==> config.mk <==
export PLATFORM = sky130hd
export DESIGN_NAME = demux_4_1_2_reg
export DESIGN_NICKNAME = d
export VERILOG_FILES = /design/src/rtl/demux_4_1_2_reg.sv
export SDC_FILE = /design/constraint.sdc
export NUM_CORES = 1
export LEC_CHECK = 0
export BUFFER_PORTS_ARGS = -buffer_cell sky130_fd_sc_hd__buf_4
export CORE_AREA = 2 2 39 41
export CTS_CLUSTER_SIZE = 20
export DETAILED_ROUTE_END_ITERATION = 16
export DIE_AREA = 0 0 41 43
export SETUP_SLACK_MARGIN = 0.1
export SLEW_MARGIN = 20
export SYNTH_ARGS = -nofsm -noshare
export SYNTH_HDL_FRONTEND = slang
export SYNTH_SLANG_ARGS = --single-unit
==> constraint.sdc <==
create_clock -name clk -period 1.65 [get_ports clk]
set_clock_uncertainty 0.05 [all_clocks]
set_input_delay 0.33 -clock clk [delete_from_list [all_inputs] [get_ports clk]]
set_output_delay 0.33 -clock clk [all_outputs]
set_load 0.01 [all_outputs]
==> src/rtl/demux_4_1_2_reg.sv <==
// Registered 1-to-2 demultiplexer: one valid/ready input steered to two holding slots (A, B).
// Optional per-output delivery counters are enabled by defining DEMUX_CNT_EN.
module demux_4_1_2_reg #(
  parameter int WIDTH = 4
`ifdef DEMUX_CNT_EN
  ,
  parameter int CNT_W = 8
`endif
) (
  input  logic             clk,
  input  logic             rst_n,
  input  logic             flush,
  input  logic [WIDTH-1:0] in_data,
  input  logic             in_sel,
  input  logic             in_valid,
  output logic             in_ready,
  output logic [WIDTH-1:0] a_data,
  output logic             a_valid,
  input  logic             a_ready,
  output logic [WIDTH-1:0] b_data,
  output logic             b_valid,
  input  logic             b_ready
`ifdef DEMUX_CNT_EN
  ,
  output logic [CNT_W-1:0] cnt_a,
  output logic [CNT_W-1:0] cnt_b
`endif
);

  // Slot 0 is output A, slot 1 is output B.
  logic [1:0]       slot_ready;
  logic [1:0]       slot_open;
  logic [1:0]       slot_fire;
  logic [1:0]       slot_valid_q;
  logic [WIDTH-1:0] slot_data_q [2];
  logic             in_fire;

  assign slot_ready = {b_ready, a_ready};
  assign slot_open  = ~slot_valid_q | slot_ready;
  assign slot_fire  = slot_valid_q & slot_ready;

  // Only the selected slot gates acceptance, so a stalled word blocks the other output too.
  assign in_ready = slot_open[in_sel];
  assign in_fire  = in_valid & in_ready;

  genvar gi;
  generate
    for (gi = 0; gi < 2; gi++) begin : g_slot
      logic             load;
      logic             valid_d;
      logic [WIDTH-1:0] data_d;

      assign load = in_fire & (in_sel == 1'(gi)) & ~flush;

      always_comb begin
        valid_d = slot_valid_q[gi];
        data_d  = slot_data_q[gi];
        if (flush) begin
          valid_d = 1'b0;
        end else if (load) begin
          valid_d = 1'b1;
          data_d  = in_data;
        end else if (slot_fire[gi]) begin
          valid_d = 1'b0;
        end
      end

      always_ff @(posedge clk or negedge rst_n) begin
        if (!rst_n) begin
          slot_valid_q[gi] <= 1'b0;
          slot_data_q[gi]  <= '0;
        end else begin
          slot_valid_q[gi] <= valid_d;
          slot_data_q[gi]  <= data_d;
        end
      end
    end
  endgenerate

  assign a_valid = slot_valid_q[0];
  assign a_data  = slot_data_q[0];
  assign b_valid = slot_valid_q[1];
  assign b_data  = slot_data_q[1];

`ifdef DEMUX_CNT_EN
  logic [CNT_W-1:0] cnt_q [2];

  generate
    for (gi = 0; gi < 2; gi++) begin : g_cnt
      logic [CNT_W-1:0] cnt_d;

      // Counts deliveries, so flush leaves it alone; wraps naturally at all-ones.
      assign cnt_d = slot_fire[gi] ? cnt_q[gi] + 1'b1 : cnt_q[gi];

      always_ff @(posedge clk or negedge rst_n) begin
        if (!rst_n) begin
          cnt_q[gi] <= '0;
        end else begin
          cnt_q[gi] <= cnt_d;
        end
      end
    end
  endgenerate

  assign cnt_a = cnt_q[0];
  assign cnt_b = cnt_q[1];
`endif

endmodule

==> flow_summary.ini <==
[floorplan]
initial_utilization = 0.3291
die_h_um = 43
die_x_um = 41
ios = 22
rows = 14
die_area_um2 = 1763
core_um2 = 1384

[timing]
finalSetupTns_ps = 0
final.min_clock_period_ps = 1502
slew_violations = 0
final.setup.worst_slack_ps = 147.7
rsz0062_at_grt = no
timing.slew.headroom = 0.8954
hold_viol = 0
worstMarginPinSlew_ps = 156.3
setup_viol = 0
hold_slack_ps = 196.8
fin_crit_sh = 0.9105
clock.fmax_mhz = 665.6

[placed_design]
port-buffer-count = 21
place_inst = 65
routabilityCongestion = 0.6290
place_ws_ps = 254.7

[global_routing]
grt_max_degree = 11
grt_pass1_vias = 338
groute.usage.overall = 0.1255
grt_first_pass_wirelength_um = 1442
antenna_found_initial = 0
gr-total-overflow = 0

[clock_tree]
cts_tree = done
htreeDepth = 1
clockBufferDepth = 2
cts.clk_slew.worst_paths_ps = 60
clk_latency_ps = 260
cts_buffers = 3
clock_sinks = 10
cts_root_buf = clkbuf_4

[yosys]
netlist_instances = 28
syn_area_um2 = 455.4
yosysWarnings = 0
ys_types = 11
ys_seq_elements = 10
ys_seq_area_frac = 0.5495
avgSynthCellArea_um2 = 16.27
syn_nets = 39

[final_layout]
fillerInstances = 126
area_delta_synth_final_pct = 47.80
drive_gt1_frac = 0.7037
multi_input_area_um2 = 205.2
nNetsFinal = 67
seq_area_um2 = 250.2
layoutNonFillerInstCount = 70
post-route-util = 0.4864
n_antenna_cell = 0

[status]
status = complete, no violations

[critical_path]
arrival_ps = 1120
rr_worst_depth = 3
worst_setup_path_start_kind = flip-flop
cp.required_ps = 1270
endpoint_kind = primary output
crit_type = reg -> out
cp_max_fo = 3

[routing]
ant_nets = 0
drt_pre_antenna_iters = 2
via_per_inst = 4.586
wire_per_inst_um = 13.21
vias = 321
drt_iter0_drc = 2
drc = 0
routed_wirelength_um = 925

[flow_run]
maxCapViolCount = 0

[power_and_ir_drop]
power.density_nw_per_um2 = 995.1
ir_worst_vdd_uv = 366.0
leakage_nw = 0.3386

[min_path]
hp-class = in -> reg
whs_path_depth = 2
## flip-flops by register name, indices dropped and copies added, names as in the netlist
register and flops:
b_data 4, b_valid 1, a_valid 1, a_data 4
## final timing paths
check	to	slack (ps)	from
min	b_valid	200	flush
min reg2reg	a_data[0]	460	a_data[0]
min in group asynchronous	a_data[2]	380	rst_n
max reg2reg	b_data[0]	370	b_valid
max in group asynchronous	b_data[1]	1030	rst_n
max	in_ready	150	b_valid
## stage by stage
step / total power, mW / instance area, um^2
after floorplan: 0.4088 / 455.4
after global placement: 0.5101 / 633.1
after detailed placement: 0.5150 / 633.1
after CTS: 0.6803 / 665.6
after global routing: 0.7183 / 673.1
final: 0.6699 / 673.1
## synth_stat cells
| library cell | instances | area [um^2] |
|---|---|---|
| a21oi_1 | 2 | 10.01 |
| and4b_4 | 1 | 13.76 |
| dfrtp_1 | 10 | 250.2 |
| mux2_2 | 1 | 11.26 |
| mux2_4 | 8 | 120.1 |
| nand2_1 | 1 | 3.750 |
| nand2_2 | 1 | 6.260 |
| nand2b_1 | 1 | 6.260 |
| nand2b_4 | 1 | 13.76 |
| nor3b_2 | 1 | 12.51 |
| or2b_1 | 1 | 7.510 |
## routing by layer
| metal | up-vias | part of all wire | GRT usage |
|---|---|---|---|
| li1 | 151 | - | - |
| met1 | 158 | 0.43 | 0.1683 |
| met2 | 12 | 0.50 | 0.1719 |
| met3 | 0 | 0.072 | 0.04712 |
| met4 | 0 | 0 | 0.06000 |
| met5 | - | 0 | 0 |
## layout make-up
class,count,area share
timing repair buffer,23,0.2602
sequential,10,0.3717
tap,16,0.02974
clock buffer,3,0.03346
multi-input combinational,18,0.3048
## power breakdown
part	switching, mW	internal, mW	total, mW
logic	0.0669	0.130	0.197
registers	0.0248	0.288	0.313
clock network	0.0760	0.0839	0.160
total	0.168	0.502	0.670
## worst max-delay path, cell delays in order, from the launching register on
cell and delay (ps):
dfrtp_1 390, nand2b_4 70, mux2_2 260, buf_4 140
## cells by family (layout without fill, tap and decap cells)
family          Yosys count  in the layout  synth area share
compound gates            2              2           0.02198
buf+inv                   0             26                 0
flops                    10             10            0.5495
mux                       9              9            0.2885
simple gates              7              7            0.1401
## placed cells by master, fill, tap and decap left out, drive strengths merged
master	n
a21oi	2
and4b	1
buf	22
clkbuf	3
dfrtp	10
dlygate4sd3	1
mux2	9
nand2	2
nand2b	2
nor3b	1
or2b	1
## timing repair
item | 4_1_cts | 5_1_grt
resized for setup | 0 | 0
hold buffers | 1 | 0
hold endpoints to repair | 10 | 0
setup endpoints to repair | 0 | 1
setup buffers | 0 | 1
(Power assumes the default switching activity.)
